===== src/rtl/rr_arbiter8_if.sv =====
// Request/grant bundle between the requesting blocks and rr_arbiter8.
//   req         : per-requester level request (driven by requesters)
//   grant       : one-hot grant, or zero
//   grant_idx   : binary index of the holder, 0 when idle
//   grant_valid : any grant bit set
//   timeout     : one-cycle pulse when a hold is forcibly revoked
// master = requester side, slave = arbiter side.
interface rr_arbiter8_if;
  logic [7:0] req;
  logic [7:0] grant;
  logic [2:0] grant_idx;
  logic       grant_valid;
  logic       timeout;

  modport master (output req, input grant, grant_idx, grant_valid, timeout);
  modport slave  (input req, output grant, grant_idx, grant_valid, timeout);
endinterface


===== src/rtl/rr_arbiter8.sv =====
// Eight-way round-robin arbiter for a shared 3-to-8 decoded resource.
// Ports:
//   clk : system clock, rising edge
//   rst : asynchronous active-high reset
//   arb : rr_arbiter8_if.slave (req in; grant/grant_idx/grant_valid/timeout out)
// All outputs are registered. A holder keeps the grant while its req stays
// high; on release the next requester in rotation order from ptr takes over
// at the same edge.
// Optional feature: define ARB_TIMEOUT_EN to cap a hold at HOLD_MAX cycles.
module rr_arbiter8 #(
  parameter int HOLD_MAX = 15
) (
  input  logic          clk,
  input  logic          rst,
  rr_arbiter8_if.slave  arb
);
  if (HOLD_MAX < 1 || HOLD_MAX > 255) begin : g_bad_hold_max
    $error("rr_arbiter8: HOLD_MAX must be in 1..255");
  end

  typedef enum logic {IDLE, GRANT} state_t;

  state_t     state_q, state_d;
  logic [7:0] grant_q, grant_d;
  logic [2:0] idx_q, idx_d;
  logic [2:0] ptr_q, ptr_d;
  logic       valid_q, valid_d;
  logic       to_q, to_d;

  // One scanner serves every case: masking the current holder out makes it
  // last in priority on release (its req is 0 anyway) and excluded on timeout.
  logic [7:0] scan_req;
  logic       win_found;
  logic [2:0] win_idx;
  logic [2:0] cand;

  assign scan_req = arb.req & ~grant_q;

  always_comb begin
    win_found = 1'b0;
    win_idx   = 3'd0;
    cand      = 3'd0;
    for (int i = 0; i < 8; i++) begin
      cand = ptr_q + 3'(i);  // 3-bit add wraps 7 -> 0
      if (!win_found && scan_req[cand]) begin
        win_found = 1'b1;
        win_idx   = cand;
      end
    end
  end

`ifdef ARB_TIMEOUT_EN
  localparam logic [7:0] HOLD_LAST = 8'(HOLD_MAX - 1);
  logic [7:0] hold_q, hold_d;
`endif

  logic take, drop;

  always_comb begin
    state_d = state_q;
    grant_d = grant_q;
    idx_d   = idx_q;
    valid_d = valid_q;
    ptr_d   = ptr_q;
    to_d    = 1'b0;
    take    = 1'b0;
    drop    = 1'b0;
`ifdef ARB_TIMEOUT_EN
    hold_d  = hold_q;
`endif
    case (state_q)
      IDLE: take = win_found;
      GRANT: begin
        if (!arb.req[idx_q]) begin
          take = win_found;
          drop = !win_found;
        end
`ifdef ARB_TIMEOUT_EN
        else if (hold_q == HOLD_LAST) begin
          // Hold limit hit: hand off if anyone else waits, else the holder
          // keeps it with a fresh count. The pulse fires either way.
          to_d   = 1'b1;
          take   = win_found;
          hold_d = 8'd0;
        end else begin
          hold_d = hold_q + 8'd1;
        end
`endif
      end
      default: drop = 1'b1;
    endcase

    if (take) begin
      state_d = GRANT;
      grant_d = 8'd1 << win_idx;
      idx_d   = win_idx;
      valid_d = 1'b1;
      ptr_d   = win_idx + 3'd1;
`ifdef ARB_TIMEOUT_EN
      hold_d  = 8'd0;
`endif
    end
    if (drop) begin
      state_d = IDLE;
      grant_d = 8'd0;
      idx_d   = 3'd0;
      valid_d = 1'b0;
    end
  end

  always_ff @(posedge clk or posedge rst) begin
    if (rst) begin
      state_q <= IDLE;
      grant_q <= 8'd0;
      idx_q   <= 3'd0;
      ptr_q   <= 3'd0;
      valid_q <= 1'b0;
      to_q    <= 1'b0;
    end else begin
      state_q <= state_d;
      grant_q <= grant_d;
      idx_q   <= idx_d;
      ptr_q   <= ptr_d;
      valid_q <= valid_d;
      to_q    <= to_d;
    end
  end

`ifdef ARB_TIMEOUT_EN
  always_ff @(posedge clk or posedge rst) begin
    if (rst) hold_q <= 8'd0;
    else     hold_q <= hold_d;
  end
`endif

  assign arb.grant       = grant_q;
  assign arb.grant_idx   = idx_q;
  assign arb.grant_valid = valid_q;
`ifdef ARB_TIMEOUT_EN
  assign arb.timeout     = to_q;
`else
  assign arb.timeout     = 1'b0;
`endif
endmodule


===== src/flat_wrapper.sv =====
// flat-port wrapper written by rule: the top's interface ports become plain ports
module rr_arbiter8_flat 
#(
  parameter int HOLD_MAX = 15
)
  (clk, rst, arb_req, arb_grant, arb_grant_idx, arb_grant_valid, arb_timeout);
  rr_arbiter8_if arb_i ();
  input  logic clk;
  input  logic rst;
  input wire logic [$bits(arb_i.req)-1:0] arb_req;
  output wire logic [$bits(arb_i.grant)-1:0] arb_grant;
  output wire logic [$bits(arb_i.grant_idx)-1:0] arb_grant_idx;
  output wire logic [$bits(arb_i.grant_valid)-1:0] arb_grant_valid;
  output wire logic [$bits(arb_i.timeout)-1:0] arb_timeout;
  assign arb_i.req = arb_req;
  assign arb_grant = arb_i.grant;
  assign arb_grant_idx = arb_i.grant_idx;
  assign arb_grant_valid = arb_i.grant_valid;
  assign arb_timeout = arb_i.timeout;
  rr_arbiter8 #(.HOLD_MAX(HOLD_MAX)) u_core (.clk(clk), .rst(rst), .arb(arb_i));
endmodule

===== config.mk =====
export PLATFORM = sky130hd
export DESIGN_NAME = rr_arbiter8_flat
export DESIGN_NICKNAME = d
export VERILOG_FILES = /design/src/rtl/rr_arbiter8_if.sv /design/src/rtl/rr_arbiter8.sv /design/src/flat_wrapper.sv
export SDC_FILE = /design/constraint.sdc
export NUM_CORES = 1
export LEC_CHECK = 0
export CORE_UTILIZATION = 50
export CTS_CLUSTER_DIAMETER = 30
export CTS_CLUSTER_SIZE = 10
export DETAILED_ROUTE_END_ITERATION = 10
export PLACE_DENSITY_LB_ADDON = 0.25
export SYNTH_ARGS = -nofsm -noshare
export SYNTH_HDL_FRONTEND = slang
export SYNTH_SLANG_ARGS = --single-unit

===== constraint.sdc =====
create_clock -name clk -period 7.5 [get_ports clk]
set_input_delay 2.25 -clock clk [delete_from_list [all_inputs] [get_ports clk]]
set_output_delay 2.25 -clock clk [all_outputs]
set_load 0.01 [all_outputs]

[Word-level counts from Yosys, hierarchy flattened]
Index checks and enable logic that the tools add are counted.
Word-level totals
  word-level logic and storage cells: 85
  output and inout port bits: 13
  flip-flop bits (word level): 15
  input bits: 10
Cells by class
  muxes and demuxes: 44
  $lt $le $gt $ge: 9
  bitwise gates (word level): 3
  shift-type cells: 1
  reduce and logical (&&, ||, !) cells: 16
  $add $sub $neg: 8
Operator list (count)
  $lt A3 B4 Y1 const B: 9
  $mux W3: 10
  $bmux W1 S3: 9
  $mux W1: 22
  $mux W8: 2
  $add A3 B3 Y3 const B: 4
  $and A8 B8 Y8: 1
  $logic_not A1 Y1: 8
  $not A8 Y8: 1
  $shl A1 B3 Y8 const A: 1
  $logic_and A1 B1 Y1: 7
  $add A3 B1 Y3 const B: 2
  $add A3 B2 Y3 const B: 2
  $pmux W1 S2: 1
  $reduce_bool A2 Y1: 1
  $not A1 Y1: 1

[Longest topological paths before layout]
Gate-level depths: netlist of run 1.
  depth after elaboration: 30
  mapped depth: 15
  gate-level depth less buffers: 12

[Worst setup path before layout of run 1]
OpenSTA, ideal clock, no wires.
  path type: input port to flip-flop
  from: in arb_req[7]
  to: reg u_core.ptr_q[2]
  buffers on the path: 0
  slack: 3.077 ns
  required time: 7.369 ns
  setup time: 0.131 ns
  data arrival time: 4.292 ns
  cell stages on the path: 11
  path through: or2b_1 > mux2i_1 > mux4_2 > nor3b_4 > nand2_1 > o21ai_1 > o2bb2ai_2 > nor2_1 > ha_1 > nand2_1 > o21ai_0
On the way
  cells in the longest elaborated chain, start to end: 27
  elaborated cells between the ends (all ways): 52
  classes of those cells: add/sub: 1; mux: 36; bitwise: 1; reduce/logical: 14
RTL lines
  start, declared: line flat_wrapper.sv:10  | input wire logic [$bits(arb_i.req)-1:0] arb_req;
  branches (longest 27 deep; another with $and A8 B8 Y8)
  end signal, assigned: line rr_arbiter8.sv:123  | ptr_q <= ptr_d;
  end, declared: line rr_arbiter8.sv:26  | logic [2:0] ptr_q, ptr_d;
Several ways; the timed one is not identified. The select of a mux whose other input is x is not followed.
A chain may end at the register's enable or synchronous reset.

[Worst setup path in the final report of run 1]
  from: in arb_req[7]
  to: reg u_core.grant_q[6], in the netlist u_core.arb.grant[6]
On the way
  cells in the longest elaborated chain, start to end: 29
  elaborated cells between the ends (all ways): 58
  classes of those cells: shift: 1; mux: 40; bitwise: 1; reduce/logical: 16
RTL lines
  $and A8 B8 Y8: line rr_arbiter8.sv:37  | assign scan_req = arb.req & ~grant_q;
  $bmux W1 S3: line rr_arbiter8.sv:45  | if (!win_found && scan_req[cand]) begin
  $mux W1 (not written as such): line rr_arbiter8.sv:45
  $mux W1: line rr_arbiter8.sv:45
  $logic_not A1 Y1: line rr_arbiter8.sv:45
  $logic_and A1 B1 Y1: line rr_arbiter8.sv:45
  $mux W1: line rr_arbiter8.sv:45
  $logic_not A1 Y1: line rr_arbiter8.sv:45
  [13 not listed]
  $mux W1: line rr_arbiter8.sv:45
  $logic_not A1 Y1: line rr_arbiter8.sv:45
  $logic_and A1 B1 Y1: line rr_arbiter8.sv:45
  $mux W1: line rr_arbiter8.sv:45
  $logic_not A1 Y1: line rr_arbiter8.sv:76  | drop = !win_found;
  $mux W1: line rr_arbiter8.sv:74  | if (!arb.req[idx_q]) begin
  $mux W1: line rr_arbiter8.sv:71  | case (state_q)
  $mux W8 / $reduce_bool A2 Y1 (equally long branches)
  end signal, assigned: line rr_arbiter8.sv:121  | grant_q <= grant_d;
  end, declared: line rr_arbiter8.sv:24  | logic [7:0] grant_q, grant_d;
Several ways; a longest one is shown, not always the timed one. The select of a mux whose other input is x is not followed.

==> reports/qor.yml, run 1 <==
outcome: "finished clean"
core_um2: 3420
synth_cell_types: 62
cp_max_fo: 7
rrSetupSlack_ns: 3.15
overflow: 0
r2r_cells: 11
synth_seq_cells: 15
cp_num_buf_inv: 2
postSynthCellCount: 188
drv_cap: 0
cts-buffers-inserted: 3
slew_headroom: 0.486
grt_antenna_before_repair: 0
grt_first_pass_wirelength_um: 8650
place.gp.congestion: 0.964
syn_nets: 203
cp_slowest_cell: "mux4_2"
clk_path_buf_depth: 2
drt_iter0_drc: 146
syn-cell-area_um2: 1840
nets: 220
cts.repair.resized: 0
layoutNonFillerInstCount: 250
grt_max_degree: 18
utilization: 0.606
io_pins: 23
worstPathCellList: "clkdlybuf4s50_1, or2b_1, mux2i_1, mux4_2, and3b_1, o22a_1, o21ai_1, o2bb2ai_2, inv_1, ha_1, a22o_1"
antenna_left: 0
crit_path_end_kind: "register"
tightestPinTransition_ns: 0.771
dpl.hpwl_um: 4010
worst-setup-path-type: "primary input to register"
cp.depth: 11
yosys_warnings: 0
clkSlewWorstSetupHoldPaths_ns: 0.08
synthFlopType: "dfrtp_1"
wl_per_cell_um: 20.6
required_ns: 7.67
clk_latency_ns: 0.29
diodes: 0
period_minus_slack_ns: 5.01
drt-total-wl_um: 5150
synthArstFlopShare: 1.00
hold_class: "register to register"
arrival_ns: 5.19
cts_num_sinks: 15
r2r_end: "u_core.arb.grant[6]"
cts_setup_buffers: 0
root_buffer: "clkbuf_4"
grt_pass1_vias: 1704
setup_tns_ns: 0
setup_viol: 0
cts_tree: "built"
grt_use_total: 0.286
dp.cells: 246
design.die.area_um2: 3920
timing.rr.start: "u_core.ptr_q[0]"
slew_viol_final: 0
holdPathStages: 1
critical-path-max-stage-delay_ns: 0.54
cts-hold-fix-buffers: 0
area_delta_synth_final_pct: 12.7
die_h_um: 62.6
drc: 0
yosysSeqAreaShare: 0.204
cp_top_family: "compound AO/OA/AOI/OAI gates"
max_freq_mhz: 199
hold_viol_final: 0
fin_worst_skew_ns: 0.0125
synth-edff-count: 0
crit_path_start_kind: "primary input"
first_pass_iters: 4
start_util: 0.537
grt_setup_unrepaired: "false"
rows: 21
post_drt_via_cell_ratio: 6.85
min_from: "u_core.arb.grant_idx[2]"
vias: 1712
postSynthAreaPerCell_um2: 9.76
hold_path_end: "u_core.arb.grant_idx[2]"
die_w_um: 62.6
post-route-period-util: 0.668
port_buffers: 21
htree_levels: 1
final_layout_size_suffix_gt1_frac: 0.181
cells in the final DEF, fill, tap and decap left out, types with 3 or more instances in the layout:
cell	n
clkdlybuf4s50_1	21
mux4_2	15
dfrtp_1	15
nand2_1	14
o21ai_0	11
nand2b_1	8
mux2i_1	7
a21oi_1	7
nor2_1	7
inv_1	6
nor2b_1	6
nand3_1	5
a22o_1	5
ha_1	5
xor2_1	3
o21ai_1	3
mux2_2	3
o211ai_1	3
nand4_1	3
a21o_1	3
clkbuf_4	3
metal layers:
metal  wire length, µm  vias to the layer above  GRT usage
met3               532                        9     0.0639
met4                69                        0     0.0552
met5                 0                        -          0
met2              2460                      114      0.457
li1                  -                      760          -
met1              2080                      829      0.400
cell type report:
class                   instances  area (µm²)
flip-flops and latches         15         375
clock inverters                 1        5.00
fillers                       311        1350
repair buffers                 21         210
multi-input cells             156        1360
well taps                      46        57.6
inverters                       8        35.0
clock buffers                   3        22.5
flip-flops by register name, indices dropped and copies added, names as in the netlist:
name,count
u_core.arb.grant,8
u_core.arb.grant_idx,3
u_core.ptr_q,3
u_core.arb.grant_valid,1
Yosys cell counts, drive strengths merged (2+ instances only):
cell / count / area (µm²)
nor2: 9 / 38.8
nand2: 14 / 52.6
nand3: 6 / 35.0
and2: 3 / 23.8
a211o: 2 / 17.5
inv: 7 / 26.3
mux2: 3 / 33.8
dfrtp: 15 / 375
and3b: 2 / 17.5
nand3b: 2 / 15.0
nand4: 3 / 18.8
nor3: 2 / 10.0
a31oi: 2 / 12.5
a221oi: 2 / 17.5
a32o: 2 / 20.0
o211ai: 4 / 35.0
buf: 8 / 57.6
a22o: 5 / 43.8
o21ai: 14 / 70.1
nand2b: 8 / 50.1
or2: 2 / 12.5
a21o: 3 / 22.5
a21oi: 7 / 35.0
nor2b: 6 / 37.5
ha: 5 / 62.6
or3: 2 / 12.5
mux4: 15 / 338
nor3b: 2 / 26.3
xor2: 3 / 26.3
xnor2: 2 / 17.5
mux2i: 8 / 92.6
worst register-to-register path, cell delays in order, from the launching register on:
cell and delay [ns]:
dfrtp_1 0.85, clkinv_4 0.35, ha_1 0.72, inv_1 0.30
mux4_2 0.54, and3b_1 0.31, o22a_1 0.14, o21ai_1 0.07
o2bb2ai_2 0.38, inv_1 0.09, ha_1 0.26, a22o_1 0.22
worst max path at each step:
stage,endpoint,slack (ns),from
floorplan,u_core.ptr_q[2],3.08,arb_req[7]
global placement,u_core.arb.grant[6],2.39,arb_req[7]
detailed placement,u_core.arb.grant[6],2.28,arb_req[7]
CTS,u_core.arb.grant[6],2.57,arb_req[7]
global route,u_core.arb.grant[3],2.38,arb_req[7]
finish,u_core.arb.grant[6],2.49,arb_req[7]
per-stage QoR:
stage / worst slack (ns) / area [µm²] / hold slack, ns
final: 2.49 / 2070 / 0.566
after detailed placement: 2.28 / 2040 / 0.531
after CTS: 2.57 / 2070 / 0.565
after global routing: 2.38 / 2070 / 0.580
after floorplan: 3.08 / 1840 / 0.539
after global placement: 2.39 / 2040 / 0.525
kinds of logic (layout without fill, tap and decap cells):
| logic type | count (synthesis) | count (layout) | synth area share |
|---|---|---|---|
| multiplexers | 26 | 26 | 0.253 |
| adder cells (fa/ha/maj) | 5 | 5 | 0.0341 |
| XOR/XNOR | 5 | 5 | 0.0239 |
| AO/OA/AOI/OAI | 52 | 52 | 0.210 |
| flip-flops | 15 | 15 | 0.204 |
| AND/OR/NAND/NOR | 67 | 67 | 0.220 |
| buffers and inverters | 17 | 33 | 0.0525 |
| other | 1 | 1 | 0.00204 |
Power of run 1 is not shown: default switching activity piles up to over one toggle a cycle in this logic, so the estimate is an artifact.
==> run 2, diff against run 1 <==
Clock period 7.5 ns to 4.9 ns, I/O delays scaled along.
==> reports/qor.yml, run 2 (same netlist as run 1, synthesis figures left out) <==
outcome: "finished clean"
crit_path_start_kind: "primary input"
period_minus_slack_ns: 4.18
cts-buffers-inserted: 3
crit_start: "arb_req[4]"
clk_path_buf_depth: 2
cts_tree: "built"
fill_cells: 295
antenna_left: 0
clkSlewWorstSetupHoldPaths_ns: 0.09
die_h_um: 62.6
drv_cap: 0
setup_tns_ns: 0
cp_num_buf_inv: 1
crit_path_end_kind: "register"
first_pass_iters: 4
grt_pass1_vias: 1750
critical-path-max-stage-delay_ns: 0.55
min_from: "u_core.arb.grant_idx[2]"
cts_num_sinks: 15
drt_iter0_drc: 142
core_um2: 3420
cts-hold-fix-buffers: 0
grt_setup_unrepaired: "false"
dpl.hpwl_um: 3980
worst-setup-path-type: "primary input to register"
cts.repair.resized: 0
grt_use_total: 0.286
area_delta_synth_final_pct: 14.4
io_pins: 23
multi_input_area_um2: 1360
largest_reg_flops: 8
hold_viol_final: 0
max_freq_mhz: 239
cp_max_fo: 9
nets: 224
slew_viol_final: 0
final_layout_size_suffix_gt1_frac: 0.197
arrival_ns: 4.35
grt_max_degree: 17
diodes: 0
hold_class: "register to register"
cp_slowest_cell: "mux4_2"
wl_per_cell_um: 20.1
r2r_cells: 12
drt-total-wl_um: 5120
place.gp.congestion: 0.986
clk_latency_ns: 0.29
setup_viol: 0
required_ns: 5.07
port_buffers: 21
overflow: 0
seqCellArea_um2: 375
post_drt_via_cell_ratio: 6.88
slew_headroom: 0.574
cts_setup_buffers: 0
fin_worst_skew_ns: 0.00435
grt_antenna_before_repair: 0
rows: 21
cp_common_cell: "nand2_1"
die_w_um: 62.6
worstPathCellList: "clkdlybuf4s50_1, nand2b_1, mux2i_1, mux4_2, nor3b_4, nand2_1, o21ai_1, o2bb2ai_2, nor2_1, ha_1, nand2_1, o21ai_0"
endpoint: "u_core.ptr_q[2]"
grt_first_pass_wirelength_um: 8770
final_common_cell: "clkdlybuf4s50_1"
r2r_end: "u_core.arb.grant[6]"
root_buffer: "clkbuf_4"
tightestPinTransition_ns: 0.640
timing.rr.start: "u_core.ptr_q[0]"
hold_slack_ns: 0.540
htree_levels: 1
final_cell_mix: "clkdlybuf4s50_1 (21), mux4_2 (15), dfrtp_1 (15), nand2_1 (14), o21ai_0 (11)"
drc: 0
cp.depth: 12
design.die.area_um2: 3920
rrSetupSlack_ns: 1.19
start_util: 0.537
post-route-period-util: 0.852
vias: 1748
cp_top_family: "simple AND/OR/NAND/NOR gates"
==> run 2: cell types whose count changed in the layout (fill, tap and decap cells not counted), sizes merged <==
cell	before	now
buf	0	4
==> run 2: how the worst min path moves through the flow <==
stage | to | cells past startpoint | slack (ns)
after floorplan | u_core.arb.grant[3] | 2 | 0.54
after global placement | u_core.arb.grant_idx[2] | 1 | 0.53
after detailed placement | u_core.arb.grant_idx[2] | 1 | 0.51
after CTS | u_core.arb.grant_idx[2] | 1 | 0.54
after global routing | u_core.arb.grant_idx[2] | 1 | 0.56
final | u_core.arb.grant_idx[2] | 1 | 0.54
==> run 2: final cells by class <==
type | instances | area share
Clock buffer | 3 | 0.0107
Clock inverter | 1 | 0.00238
Inverter | 8 | 0.0167
Multi-Input combinational cell | 156 | 0.650
Sequential cell | 15 | 0.179
Tap cell | 46 | 0.0274
Timing Repair Buffer | 25 | 0.114
==> run 2: metal layers <==
layer | part of all wire | vias to the layer above | GRT usage
li1 | - | 774 | -
met1 | 0.44 | 848 | 0.407
met2 | 0.46 | 114 | 0.435
met3 | 0.084 | 12 | 0.0566
met4 | 0.020 | 0 | 0.0959
met5 | 0 | - | 0
==> run 2: through the flow <==
stage / utilization / setup slack, ns / instances / instance area, µm²
detailed placement: 0.607 / 0.465 / 250 / 2070
global route: 0.615 / 0.552 / 254 / 2100
CTS: 0.615 / 0.782 / 254 / 2100
finish: 0.615 / 0.723 / 254 / 2100
floorplan: - / 1.26 / 188 / 1840
global placement: 0.607 / 0.625 / 250 / 2070
==> run 2: worst reg2reg max path, delay by kind of cell (launching register included) <==
| family | cells | cell delay [ns] |
|---|---|---|
| adder cells (fa/ha/maj) | 2 | 0.78 |
| flip-flops | 1 | 0.44 |
| AO/OA/AOI/OAI | 4 | 0.81 |
| AND/OR/NAND/NOR | 1 | 0.30 |
| buffers and inverters | 4 | 0.71 |
| multiplexers | 1 | 0.58 |
Power of run 2 is left out for the same reason.
==> run 3, diff against run 2 <==
Settings changed: GPL_TIMING_DRIVEN from default to 0.
Clock period 4.9 ns to 5.25 ns, I/O delays scaled along.
==> reports/qor.yml, run 3 (same netlist as run 1, synthesis figures left out) <==
outcome: "finished clean"
area_delta_synth_final_pct: 16.0
drt-total-wl_um: 5020
post-route-period-util: 0.846
place.gp.congestion: 0.934
cp_slowest_cell: "mux4_2"
dpl.hpwl_um: 4060
die_h_um: 62.6
post_drt_via_cell_ratio: 6.62
critical-path-max-stage-delay_ns: 0.58
worst-setup-path-type: "primary input to register"
port_buffers: 21
design.die.area_um2: 3920
grt_setup_unrepaired: "false"
tightestPinTransition_ns: 0.571
htree_levels: 1
cp_max_fo: 9
core_um2: 3420
cts_tree: "built"
die_w_um: 62.6
cts_setup_buffers: 0
clk_path_buf_depth: 2
first_pass_iters: 4
start_util: 0.537
antenna_left: 0
slew_viol_final: 0
wl_per_cell_um: 19.4
setup_tns_ns: 0
fill_cells: 302
vias: 1715
grt_antenna_before_repair: 0
cp_num_buf_inv: 1
drv_cap: 0
drt_iter0_drc: 98
clkSlewWorstSetupHoldPaths_ns: 0.09
fin_worst_skew_ns: 0.000818
cts-buffers-inserted: 3
final_common_cell: "clkdlybuf4s50_1"
rows: 21
overflow: 0
period_minus_slack_ns: 4.44
largest_reg_flops: 8
grt_use_total: 0.265
diodes: 0
final_layout_size_suffix_gt1_frac: 0.207
arrival_ns: 4.60
nets: 229
io_pins: 23
cts_num_sinks: 15
grt_first_pass_wirelength_um: 8220
slew_headroom: 0.619
required_ns: 5.41
drc: 0
setup_viol: 0
hold_viol_final: 0
final_cell_mix: "clkdlybuf4s50_1 (21), mux4_2 (15), dfrtp_1 (15), nand2_1 (14), o21ai_0 (11)"
cp_top_family: "simple AND/OR/NAND/NOR gates"
hold_class: "register to register"
crit_path_start_kind: "primary input"
preCtsSetupSlack_ns: 0.566
cp_common_cell: "nand2_1"
cts-hold-fix-buffers: 0
grt_max_degree: 16
worst_slack_ns: 0.806
cts.repair.resized: 0
grt_pass1_vias: 1712
max_freq_mhz: 225
utilization: 0.623
root_buffer: "clkbuf_4"
worstPathCellList: "clkdlybuf4s50_1, or2b_1, mux2i_1, mux4_2, nor3b_4, nand2_1, o21ai_1, o2bb2ai_2, nor2_1, ha_1, nand2_1, o21ai_0"
crit_path_end_kind: "register"
clk_latency_ns: 0.28
[run 3: through the flow]
stage          instance area, µm²  instances  hold WS (ns)
2_1_floorplan                1840        188         0.539
3_3_place_gp                 2100        255         0.516
3_5_place_dp                 2100        255         0.528
4_1_cts                      2130        259         0.552
5_1_grt                      2130        259         0.573
6_report                     2130        259         0.549
[run 3: layout make-up]
class                      count  area, µm²  share of cell area
inverter                       8       35.0              0.0165
sequential                    15        375               0.176
timing repair buffer          21        210              0.0987
buffer                         9       61.3              0.0288
tap                           46       57.6              0.0270
clock buffer                   4       26.3              0.0123
multi-input combinational    156       1360               0.640
[run 3: worst reg2reg max path: cells and delay by family (launching register included)]
family / cells / cell delay (ns)
compound gates: 4 / 0.68
fa+ha+maj: 2 / 0.60
buf+inv: 5 / 0.96
flops: 1 / 0.37
mux: 1 / 0.60
simple gates: 3 / 0.49
[run 3: final timing paths]
path                                startpoint                 endpoint  slack (ns)  depth (start not counted)
max                                 arb_req[7]          u_core.ptr_q[2]        0.81                         12
min                        u_core.arb.grant[3]      u_core.arb.grant[3]        0.55                          2
max reg2reg                    u_core.ptr_q[0]          u_core.ptr_q[2]        1.44                         15
min reg2reg                u_core.arb.grant[3]      u_core.arb.grant[3]        0.55                          2
max in group asynchronous                  rst  u_core.arb.grant_idx[1]        3.24                          2
min in group asynchronous                  rst  u_core.arb.grant_idx[2]        1.64                          2
[run 3: per-layer routing]
metal / wire (µm) / vias up / GRT usage
met5: 0 / - / 0
met4: 174 / 0 / 0.128
met3: 320 / 21 / 0.0292
met2: 2470 / 88 / 0.450
met1: 2050 / 828 / 0.335
li1: - / 778 / -
Power of run 3 is left out for the same reason.
